==> config.mk <==
export PLATFORM = sky130hd
export DESIGN_NAME = led_frame_scheduler
export DESIGN_NICKNAME = d
export VERILOG_FILES = /design/src/rtl/led_pkg.sv /design/src/rtl/led_interval_timer.sv /design/src/rtl/led_frame_scheduler.sv
export SDC_FILE = /design/constraint.sdc
export NUM_CORES = 1
export LEC_CHECK = 0
export CORE_AREA = 5 5 180 182
export DETAILED_ROUTE_END_ITERATION = 12
export DIE_AREA = 0 0 185 187
export HOLD_SLACK_MARGIN = 0.1
export MAX_ROUTING_LAYER = met4
export PLACE_DENSITY = 0.79
export SYNTH_ARGS = -nofsm -noshare
export SYNTH_HDL_FRONTEND = slang
export SYNTH_SLANG_ARGS = --single-unit
==> constraint.sdc <==
create_clock -name clk -period 2.7 [get_ports clk]
set_clock_uncertainty 0.1 [all_clocks]
set_input_delay 0.405 -clock clk [delete_from_list [all_inputs] [get_ports clk]]
set_output_delay 0.405 -clock clk [all_outputs]
set_load 0.01 [all_outputs]
==> src/rtl/led_pkg.sv <==
// Shared types and default timing for the LED frame scheduler.
// Latency: n/a (types and constants only).
// Backpressure: n/a.
package led_pkg;

  localparam int BITS_PER_LED = 24;
  localparam int NUM_LEDS     = 6;
  localparam int FRAME_W      = BITS_PER_LED * NUM_LEDS;
  localparam int TIMER_W      = 32;

  // Defaults for a 24 MHz clock
  localparam int DEF_LATCH_CYCLES   = 1440;    // 60 us low time after a frame
  localparam int DEF_REFRESH_CYCLES = 480000;  // 20 ms frame-start to frame-start
  localparam int DEF_TIMEOUT_CYCLES = 8192;    // give up on drv_done after this
  localparam bit DEF_AUTO_REFRESH   = 1'b1;

  typedef enum logic [2:0] {
    IDLE  = 3'd0,
    PREP  = 3'd1,
    SEND  = 3'd2,
    LATCH = 3'd3,
    GAP   = 3'd4
  } sched_state_t;

  // Timers read 0 on their first counted cycle, so a span of N cycles ends at N-1.
  function automatic logic [TIMER_W-1:0] last_tick(input int cycles);
    return TIMER_W'(cycles - 1);
  endfunction

endpackage

==> src/rtl/led_interval_timer.sv <==
// Saturating up-counter that flags once it has reached a programmable terminal value.
// Latency: clear takes effect on the next cycle; expired is decoded directly from the count.
// Backpressure: none.
module led_interval_timer
  import led_pkg::*;
(
  input  logic               clk,
  input  logic               rst,
  input  logic               clear,
  input  logic [TIMER_W-1:0] terminal,
  output logic               expired
);

  logic [TIMER_W-1:0] count;

  // Count every cycle and hold at the terminal value until cleared
  always_ff @(posedge clk) begin
    if (rst || clear) begin
      count <= '0;
    end else if (count < terminal) begin
      count <= count + TIMER_W'(1);
    end
  end

  assign expired = (count >= terminal);

endmodule

==> src/rtl/led_frame_scheduler.sv <==
// Feeds led_driver: captures frames, runs the reset/load/latch sequence, auto-refreshes the last frame.
// Latency: an accepted frame sits one PREP cycle on drv_rgb before drv_load rises.
// Backpressure: frame_ready only in IDLE/GAP; a frame held valid while busy waits for the next GAP.
module led_frame_scheduler
  import led_pkg::*;
#(
  parameter int LATCH_CYCLES   = DEF_LATCH_CYCLES,
  parameter int REFRESH_CYCLES = DEF_REFRESH_CYCLES,
  parameter int TIMEOUT_CYCLES = DEF_TIMEOUT_CYCLES,
  parameter bit AUTO_REFRESH   = DEF_AUTO_REFRESH
) (
  input  logic               clk,
  input  logic               rst,
  input  logic               frame_valid,
  input  logic [FRAME_W-1:0] frame_data,
  output logic               frame_ready,
  input  logic               blank,
  input  logic               drv_done,
  output logic [FRAME_W-1:0] drv_rgb,
  output logic               drv_rst,
  output logic               drv_load,
  output logic               drv_rst_leds,
  output logic               busy,
  output logic               timeout_err,
  output logic [15:0]        frame_count
);

  sched_state_t       state, next_state;
  logic [FRAME_W-1:0] stored_frame;
  logic               blank_q;
  logic               accept;
  logic               blank_rise;
  logic               start_refresh;
  logic               latch_done;
  logic               refresh_expired;
  logic               send_timeout;

  // Ready is decoded from the state register alone, never from frame_valid
  assign frame_ready   = !rst && (state == IDLE || state == GAP);
  assign accept        = frame_valid && frame_ready;
  assign blank_rise    = blank && !blank_q;
  // A new frame beats a refresh in the same GAP cycle
  assign start_refresh = (state == GAP) && !accept &&
                         ((AUTO_REFRESH && refresh_expired) || blank_rise);

  // Latch span: held clear outside LATCH so it reads 0 on the first LATCH cycle
  led_interval_timer u_latch_timer (
    .clk      (clk),
    .rst      (rst),
    .clear    (state != LATCH),
    .terminal (last_tick(LATCH_CYCLES)),
    .expired  (latch_done)
  );

  // SEND watchdog: same scheme, live only while SEND
  led_interval_timer u_timeout_timer (
    .clk      (clk),
    .rst      (rst),
    .clear    (state != SEND),
    .terminal (last_tick(TIMEOUT_CYCLES)),
    .expired  (send_timeout)
  );

  // Refresh period: zeroed as PREP is entered so PREP-to-PREP is exactly REFRESH_CYCLES
  led_interval_timer u_refresh_timer (
    .clk      (clk),
    .rst      (rst),
    .clear    (next_state == PREP),
    .terminal (last_tick(REFRESH_CYCLES)),
    .expired  (refresh_expired)
  );

  // State register
  always_ff @(posedge clk) begin
    if (rst) begin
      state <= IDLE;
    end else begin
      state <= next_state;
    end
  end

  // Next state and driver control decode
  always_comb begin
    next_state   = state;
    drv_rst      = rst;
    drv_load     = 1'b0;
    drv_rst_leds = 1'b1;
    busy         = 1'b0;
    case (state)
      IDLE: begin
        if (accept) next_state = PREP;
      end
      PREP: begin
        drv_rst    = 1'b1;
        busy       = 1'b1;
        next_state = SEND;
      end
      SEND: begin
        drv_load     = !rst;
        drv_rst_leds = rst;
        busy         = 1'b1;
        if (drv_done || send_timeout) next_state = LATCH;
      end
      LATCH: begin
        busy = 1'b1;
        if (latch_done) next_state = GAP;
      end
      GAP: begin
        if (accept || start_refresh) next_state = PREP;
      end
      default: begin
        next_state = IDLE;
      end
    endcase
  end

  // Frame capture; drv_rgb only moves on the cycle that launches PREP
  always_ff @(posedge clk) begin
    if (rst) begin
      stored_frame <= '0;
      drv_rgb      <= '0;
    end else if (accept) begin
      stored_frame <= frame_data;
      drv_rgb      <= blank ? '0 : frame_data;
    end else if (start_refresh) begin
      drv_rgb      <= blank ? '0 : stored_frame;
    end
  end

  // Blank edge detector
  always_ff @(posedge clk) begin
    if (rst) begin
      blank_q <= 1'b0;
    end else begin
      blank_q <= blank;
    end
  end

  // Completion counter and sticky timeout flag; done beats a coincident timeout
  always_ff @(posedge clk) begin
    if (rst) begin
      frame_count <= '0;
      timeout_err <= 1'b0;
    end else if (state == SEND) begin
      if (drv_done) begin
        frame_count <= frame_count + 16'd1;
      end else if (send_timeout) begin
        timeout_err <= 1'b1;
      end
    end
  end

endmodule

* Yosys cells after proc, flatten, opt, wreduce, memory -nomap -nowiden
Cells that the tools add are included. Widths: inputs -> output; s select.
Cells by class: magnitude comparators 6, add/sub/neg operators 4, equal/unequal tests 7, muxes and demuxes 13, reductions and logical operators 20, bitwise logic cells 1
Operator list (count):
- $mux 144 | 4
- $add 32x1->32 const B | 3
- $ge 32x11->1 const B | 1
- $ge 32x13->1 const B | 1
- $ge 32x19->1 const B | 1
- $lt 32x11->1 const B | 1
- $lt 32x13->1 const B | 1
- $lt 32x19->1 const B | 1
- $add 16x1->16 const B | 1
- $pmux 3 s5 | 1
- $mux 3 | 4
- $logic_or 1x1->1 | 7
- $eq 3x1->1 const B | 2
- $eq 3x2->1 const B | 2
- $ne 3x2->1 const B | 2
- $logic_and 1x1->1 | 5
- $mux 1 | 4
- $eq 3x3->1 const B | 1
- $logic_not 1->1 | 3
- $logic_not 3->1 | 1
- $reduce_and 3->1 | 1
- $reduce_or 3->1 | 1
- $reduce_and 2->1 | 1
- $reduce_bool 2->1 | 1
- $not 1->1 | 1
Storage, ports and cells: bits in registers 405, bits of input ports 149, output and inout port bits 166, logic and storage cells 60

* Depth between registers and ports, before layout
Gate-level depths: netlist of run 1.
depth in word-level cells 12, depth in mapped cells 9, depth with buffers taken out 6

* Modules after synthesis
Synthesis of run 1 repeated with hierarchy kept, for this count alone.
Unflattened totals: cell total of the unflattened synthesis 2103, area total of the unflattened synthesis 18257.5 um^2
Modules (own cells, without submodules):
- led_frame_scheduler | instances 1, cells an instance 1164, seq. area each 6185.9 um^2, area an instance 11031.8 um^2
- led_interval_timer | instances 3, cells an instance 313, seq. area each 640.6 um^2, area an instance 2408.6 um^2

* Worst setup path after synthesis of run 1
Ideal clock, no wire load.
path kind register -> register, start point register u_timeout_timer.count[27], end point register u_timeout_timer.count[8], data arrival time 2.221 ns, stages on the path, launching flop included 8, path slack 0.264 ns, library setup time 0.115 ns, path buffers 2, data required time 2.485 ns, clock period less this slack 2.436 ns, cell sequence dfxtp_1 -> or4_1 -> or3_1 -> buf_2 -> or3_4 -> buf_2 -> o31a_1 -> o21a_1
Between the ends: word-level cells in the longest chain between the ends 1
Ends and longest elaborated chain:
- start: declaration | line led_interval_timer.sv:14 | logic [TIMER_W-1:0] count;
- start signal: assignment | line led_interval_timer.sv:21 | count <= count + TIMER_W'(1);
- $lt 32x13->1 | line led_interval_timer.sv:20 | end else if (count < terminal) begin
No other way between the ends. A chain may end at the register's enable or synchronous reset.

* Final worst setup path of run 1
start point register state[1], end point output port drv_rst_leds
Between the ends: word-level cells in the longest chain between the ends 2
Ends and longest elaborated chain:
- start: declaration | line led_frame_scheduler.sv:28 | sched_state_t state, next_state;
- start signal: assignment | line led_frame_scheduler.sv:78 | state <= next_state;
- $eq 3x2->1 | line led_frame_scheduler.sv:89 | case (state)
- $mux 1 | line led_frame_scheduler.sv:89
- end: declaration | line led_frame_scheduler.sv:22 | output logic drv_rst_leds,
No other way between the ends.

==> results of run 1 <==
[synth_stat cells (16+ instances only)]
| library cell | number |
|---|---|
| dfxtp_1 | 405 |
| nor2_1 | 199 |
| a21oi_1 | 164 |
| or4_1 | 152 |
| o21ai_0 | 150 |
| mux2i_1 | 149 |
| clkbuf_1 | 124 |
| and2_1 | 56 |
| nand2_1 | 35 |
| nor4_1 | 23 |
| buf_2 | 20 |
| xnor2_1 | 20 |
| nand4_1 | 16 |
[kinds of logic (layout without fill, tap and decap cells)]
| logic type | count (synthesis) | count (layout) |
|---|---|---|
| other | 0 | 2 |
| adder cells (fa/ha/maj) | 4 | 4 |
| AND/OR/NAND/NOR | 539 | 539 |
| buffers and inverters | 160 | 444 |
| AO/OA/AOI/OAI | 354 | 354 |
| multiplexers | 149 | 149 |
| XOR/XNOR | 30 | 30 |
| flip-flops | 405 | 405 |
[metal layers]
metal / global-route usage [%] / vias to the layer above
li1: - / 6364
met1: 27.6 / 6174
met2: 37.7 / 397
met3: 7.72 / 84
met4: 7.91 / 0
met5: - / -
[layout by cell type (no fill, tap or decap), types with 3 or more instances in the layout]
cell	count
a21oi_1	163
a31o_2	8
and2_1	56
and3_1	7
and4_1	5
buf_12	17
buf_4	27
bufinv_16	4
clkbuf_1	4
clkbuf_16	43
clkbuf_8	10
clkdlybuf4s50_1	311
clkinv_2	9
dfxtp_1	403
ha_1	4
inv_1	12
mux2i_1	149
nand2_1	35
nand3_1	13
nand4_1	16
nor2_1	199
nor3_1	12
nor4_1	23
o2111ai_1	4
o211ai_1	3
o21a_1	6
o21ai_0	150
o31ai_1	6
or3_1	10
or4_1	152
xnor2_1	20
xor2_1	10
[final cells by class]
type	instances	area share, %
clock buffers	57	5.99
flip-flops and latches	405	39.5
multi-input cells	1076	32.8
well taps	396	2.42
inverters	12	0.220
clock inverters	17	0.976
repair buffers	358	18.0
diodes	2	0.0244
[state kept, by name, summed over array words and instances (netlist names)]
name	flops
timeout_err	1
state	3
u_latch_timer.count	32
frame_count	16
u_timeout_timer.count	32
drv_rgb	144
u_refresh_timer.count	32
stored_frame	144
blank_q	1
[worst min-delay path by stage]
stage | start | endpoint | slack (ps)
final | rst | u_latch_timer.count[21] | 210
after CTS | rst | frame_count[14] | 210
after global placement | u_timeout_timer.count[30] | u_timeout_timer.count[30] | 330
after global routing | rst | u_latch_timer.count[30] | 210
after floorplan | u_timeout_timer.count[26] | u_timeout_timer.count[26] | 320
after detailed placement | u_timeout_timer.count[27] | u_timeout_timer.count[27] | 340
[what timing repair did]
action | 4_1_cts | 5_1_grt
endpoints found under the setup margin | 2 | 0
setup buffers | 0 | 0
hold buffers | 1 | 0
hold endpoints to repair | 1 | 0
resized for setup | 5 | 0
[power groups by stage]
stage	Combinational, mW	Sequential (mW)	Clock [mW]
2_1_floorplan	0.624	6.30	0
3_3_place_gp	1.13	6.31	0
3_5_place_dp	1.16	6.31	0
4_1_cts	1.17	6.18	6.02
5_1_grt	1.27	6.19	6.30
6_report	1.16	6.18	5.89
[worst reg2reg max path, delay by kind of cell, from the launching register on]
kind          cells  cell delay (ps)
simple gates      5             1890
flops             1              300
buf+inv           1              160
==> flow_summary.toml, run 1 <==
[status]
status = "complete, no violations"

[pwr]
ir_worst_vdd_v = 0.000598
pwr-share-comb_pct = 8.8
leakagePower_nw = 7.19
switching_share_pct = 22.7
p_clk_share_pct = 44.5
internal-power_mw = 10.2
p_switching_mw = 3.01
seqPwrFrac_pct = 46.7
p_per_area_nw_per_um2 = 645
power.total_mw = 13.2

[global_routing]
grt_pass1_wl_um = 66300
grt_overflow = 0
antenna_found_initial = 2
first_global_vias = 13000
grtUsageTotal_pct = 23.4
grt_max_degree = 146

[timing]
slew_viol_final = 0
hold_viol = 0
setup_violations = 0
setup_slack_ps = 116
fin_crit_sh_pct = 95.7
period_needed_ps = 2580
tns_ps = 0
rsz0062_at_grt = "false"
fmax_ghz = 0.387
timing.hold.ws_ps = 208
worst_pin_slew_ps = 1100
maxSlewHeadroom_pct = 26.5

[floorplanning]
dieArea_um2 = 34600
core_um2 = 30400
start_util_pct = 50.7
rows = 64
die_w_um = 185
chipHeight_um = 187
io_pins = 315

[routing]
drt-met1-wl_um = 16400
top_layer_used = "met4"
route.met3.wl_um = 3600
drc_errors = 0
firstDrtPassIters = 5
antenna_left = 0
wl_met2_um = 19700
wl_per_cell_um = 17.7
viasPerCell = 5.60
wirelength_um = 41100
drtIter0Drc = 656
num_vias = 13000

[hold_path]
min-delay-path-class = "in -> reg"
holdPathStages = 3

[synthesis]
synth_top_area_cell = "dfxtp_1"
yosysSeqAreaShare_pct = 52.5
synth_enable_flop_cells = 0
yosys.cell_types.count = 49
yosys.area_share.simple_pct = 19.4
synth_cells = 1641
yosys-top-cells-area = "dfxtp_1, mux2i_1, or4_1"
syn_nets = 1794
ys_warn_count = 0
syn_area_per_cell_um2 = 9.41
ys.flop_type = "dfxtp_1"
synthXorXnorAreaFrac_pct = 1.70
syn_area_um2 = 15400
synth_compound_area_share_pct = 12.3
async_flop_share_pct = 0
yosys.area_share.adder_pct = 0.324
synth_top_family_by_area = "simple AND/OR/NAND/NOR gates"
synthMuxAreaShare_pct = 9.66
netlist.area_leader.share_pct = 52.5
ys_ff_latch = 405

[cells_and_area]
regArea_um2 = 8110
drive_above_1_share_pct = 6.91
nNetsFinal = 2048
multi_input_comb_area_um2 = 6740
area_growth_syn_to_layout_pct = 32.9
final_area_um2 = 20500
final_core_util_pct = 67.4
instances_no_fill = 2323
nFillCells = 2381

[worst_setup_path]
crit_fanout = 7
crit_path_end = "drv_rst_leds"
crit_start = "state[1]"
cpLargestDelayFamily = "simple AND/OR/NAND/NOR gates"
required_ps = 2190
cp-end-kind = "output pin"
critical-path-max-stage-delay_ps = 480
r2r-start = "u_timeout_timer.count[27]"
crit_buf_inv = 2
r2r_cells = 6
cp_cell_sequence = "inv_1 > or3_1 > or2_4 > clkdlybuf4s50_1"
cp.depth = 4
rrSetupSlack_ps = 190
crit_type = "reg -> out"
crit_arrival_ps = 2080
cp-start-kind = "flop"
timing.rr.end = "u_timeout_timer.count[11]"
worst_path_max_delay_cell = "clkdlybuf4s50_1"

[clocking]
cts-root-buf = "clkbuf_16"
cts_buffers = 42
h-tree-depth = 2
clk_path_buf_depth = 3
cts_tree = "done"
clock-sinks = 405
clk_pin_slew_ps = 60
worstSkewPairLatency_ps = 530

[flow_run]
cap_violations = 0

[placed_design]
dpl_cell_area_um2 = 19100
routabilityCongestion = 0.847
dp_slack_ps = -59.3
portBuffers = 314
hpwl_um = 27200
placed_cells = 2246
Note: power is estimated with default switching activity, not from simulation.
==> run 2: changes to the inputs <==
--- a/config.mk
+++ b/config.mk
@@ -5,12 +5,13 @@
 export SDC_FILE = /design/constraint.sdc
 export NUM_CORES = 1
 export LEC_CHECK = 0
-export CORE_AREA = 5 5 180 182
+export CAP_MARGIN = 10
+export CORE_AREA = 5 5 174 176
 export DETAILED_ROUTE_END_ITERATION = 12
-export DIE_AREA = 0 0 185 187
+export DIE_AREA = 0 0 179 181
 export HOLD_SLACK_MARGIN = 0.1
 export MAX_ROUTING_LAYER = met4
-export PLACE_DENSITY = 0.79
+export PLACE_DENSITY = 0.84
 export SYNTH_ARGS = -nofsm -noshare
 export SYNTH_HDL_FRONTEND = slang
 export SYNTH_SLANG_ARGS = --single-unit
==> constraint.sdc (replaced) <==
create_clock -name clk -period 3 [get_ports clk]
set_clock_uncertainty 0.1 [all_clocks]
set_input_delay 0.45 -clock clk [delete_from_list [all_inputs] [get_ports clk]]
set_output_delay 0.45 -clock clk [all_outputs]
set_load 0.01 [all_outputs]
==> run 2 against run 1 <==
Combinational power decreased by 10%. Final cell count decreased by 0.60%. Design area decreased by 0.16%. Largest power group unchanged. Die area decreased by 6.3%. Total power decreased by 8.2%. Utilization increased by 4.5 points. Flip-flop and latch count unchanged. First-iteration DRC count increased by 46%. Count of clock-buffer cells in the layout decreased by 1.
==> flow_summary.toml, run 2 (synthesis results as in run 1) <==
[status]
status = "complete, no violations"

[clocking]
h-tree-depth = 2
clk_path_buf_depth = 3
clock-sinks = 405
post_cts_buffers = 0
cts-root-buf = "clkbuf_16"
cts_tree = "done"
clk_pin_slew_ps = 60
worstSkewPairLatency_ps = 530
cts_buffers = 42

[worst_setup_path]
required_ps = 2450
timing.rr.end = "u_refresh_timer.count[21]"
crit_type = "reg -> out"
crit_buf_inv = 2
cp-start-kind = "flop"
worst_path_max_delay_cell = "clkdlybuf4s50_1"
r2r-start = "u_refresh_timer.count[0]"
critical-path-max-stage-delay_ps = 540
r2r_cells = 6
cpLargestDelayFamily = "simple AND/OR/NAND/NOR gates"
cp-end-kind = "output pin"
rrSetupSlack_ps = 360
cp_cell_sequence = "or3_1 > or2_4 > inv_1 > clkdlybuf4s50_1"
crit_fanout = 12
crit_arrival_ps = 2330

[hold_path]
min-delay-path-class = "in -> reg"
hp-start = "rst"
min_to = "u_timeout_timer.count[6]"
holdPathStages = 3

[cells_and_area]
nNetsFinal = 2040
multi_input_comb_area_um2 = 6730
regArea_um2 = 8110
layout_common_cells = "dfxtp_1, clkdlybuf4s50_1, nor2_1"
nFillCells = 2061
top_regs = "drv_rgb: 144 flops, stored_frame: 144 flops"
mostFrequentLayoutCell = "dfxtp_1"
area_growth_syn_to_layout_pct = 32.7
drive_above_1_share_pct = 6.57

[global_routing]
grt_overflow = 0
grtUsageTotal_pct = 25.5
first_global_vias = 13200
antenna_found_initial = 7
grt_max_degree = 123
grt_pass1_wl_um = 67300

[routing]
wl_met2_um = 20200
wirelength_um = 41800
top_layer_used = "met4"
drc_errors = 0
route.met3.wl_um = 3530
wl_per_cell_um = 18.1
antenna_left = 0
drt-met1-wl_um = 16700
viasPerCell = 5.72
drtIter0Drc = 955
num_vias = 13200
firstDrtPassIters = 5

[floorplanning]
die_w_um = 179
io_pins = 315
start_util_pct = 54.2
chipHeight_um = 181
rows = 62
core_um2 = 28500
dieArea_um2 = 32400

[timing]
worst_pin_slew_ps = 1080
rsz0062_at_grt = "false"
fmax_ghz = 0.347
setup_violations = 0
tns_ps = 0
fin_crit_sh_pct = 96.1
period_needed_ps = 2880
slew_viol_final = 0
setup_slack_ps = 117
hold_viol = 0
maxSlewHeadroom_pct = 27.7

[pwr]
ir_worst_vdd_v = 0.000517
power.total_mw = 12.2
p_per_area_nw_per_um2 = 594
leakagePower_nw = 7.17

[placed_design]
hpwl_um = 27300
portBuffers = 314
dp_slack_ps = 160
routabilityCongestion = 0.834

[flow_run]
cap_violations = 0
-- run 2: stage by stage --
| stage | hold slack (ps) | utilization (%) | instances | instance area, um2 |
|---|---|---|---|---|
| after floorplan | 320 | - | 1641 | 15400 |
| after global placement | 333 | 66.6 | 2227 | 19000 |
| after detailed placement | 338 | 66.6 | 2227 | 19000 |
| after CTS | 184 | 71.9 | 2302 | 20500 |
| after global routing | 212 | 71.9 | 2309 | 20500 |
| final | 210 | 71.9 | 2309 | 20500 |
-- run 2: how the worst max path moves through the flow --
stage / startpoint / slack (ps) / end / cells after the start
floorplan: u_timeout_timer.count[27] / 560 / u_timeout_timer.count[8] / 7
global placement: frame_valid / 240 / drv_rgb[60] / 8
detailed placement: frame_valid / 160 / drv_rgb[58] / 8
CTS: state[2] / 100 / drv_load / 4
global route: state[2] / 10 / drv_load / 4
finish: state[2] / 120 / drv_load / 4
-- run 2: report_power, final --
group | leakage (nW) | total [mW] | switching (mW) | internal [mW]
clock network | 0.738 | 5.55 | 2.10 | 3.44
registers | 3.28 | 5.57 | 0.0533 | 5.51
logic | 3.15 | 1.04 | 0.574 | 0.469
-- run 2: per-layer routing --
metal | GRT usage [%] | vias up
met1 | 30.2 | 6279
met4 | 9.43 | 0
li1 | - | 6367
met2 | 41.1 | 467
met3 | 7.53 | 94
met5 | - | -
-- run 2: tightest hold or removal path: stages --
cell and delay, ps:
buf_8 90, or2_4 190, a21oi_1 50
-- run 2: final cells by class --
| cell class | instances | area share [%] |
|---|---|---|
| Antenna cell | 7 | 0.0855 |
| Clock buffer | 56 | 5.93 |
| Clock inverter | 19 | 1.36 |
| Inverter | 12 | 0.220 |
| Multi-Input combinational cell | 1076 | 32.9 |
| Sequential cell | 405 | 39.6 |
| Tap cell | 384 | 2.35 |
| Timing Repair Buffer | 350 | 17.6 |
-- run 2: what timing repair did --
item                       CTS  global route
setup endpoints to repair    1             0
hold buffers                 0             0
hold endpoints to repair     0             0
gates resized for setup      2             0
==> run 3: changes to the inputs <==
--- a/config.mk
+++ b/config.mk
@@ -15,3 +15,4 @@
 export SYNTH_ARGS = -nofsm -noshare
 export SYNTH_HDL_FRONTEND = slang
 export SYNTH_SLANG_ARGS = --single-unit
+export TNS_END_PERCENT = 30
==> results of run 3 <==
No change in the layout: final DEF, timing and power equal those of run 2.
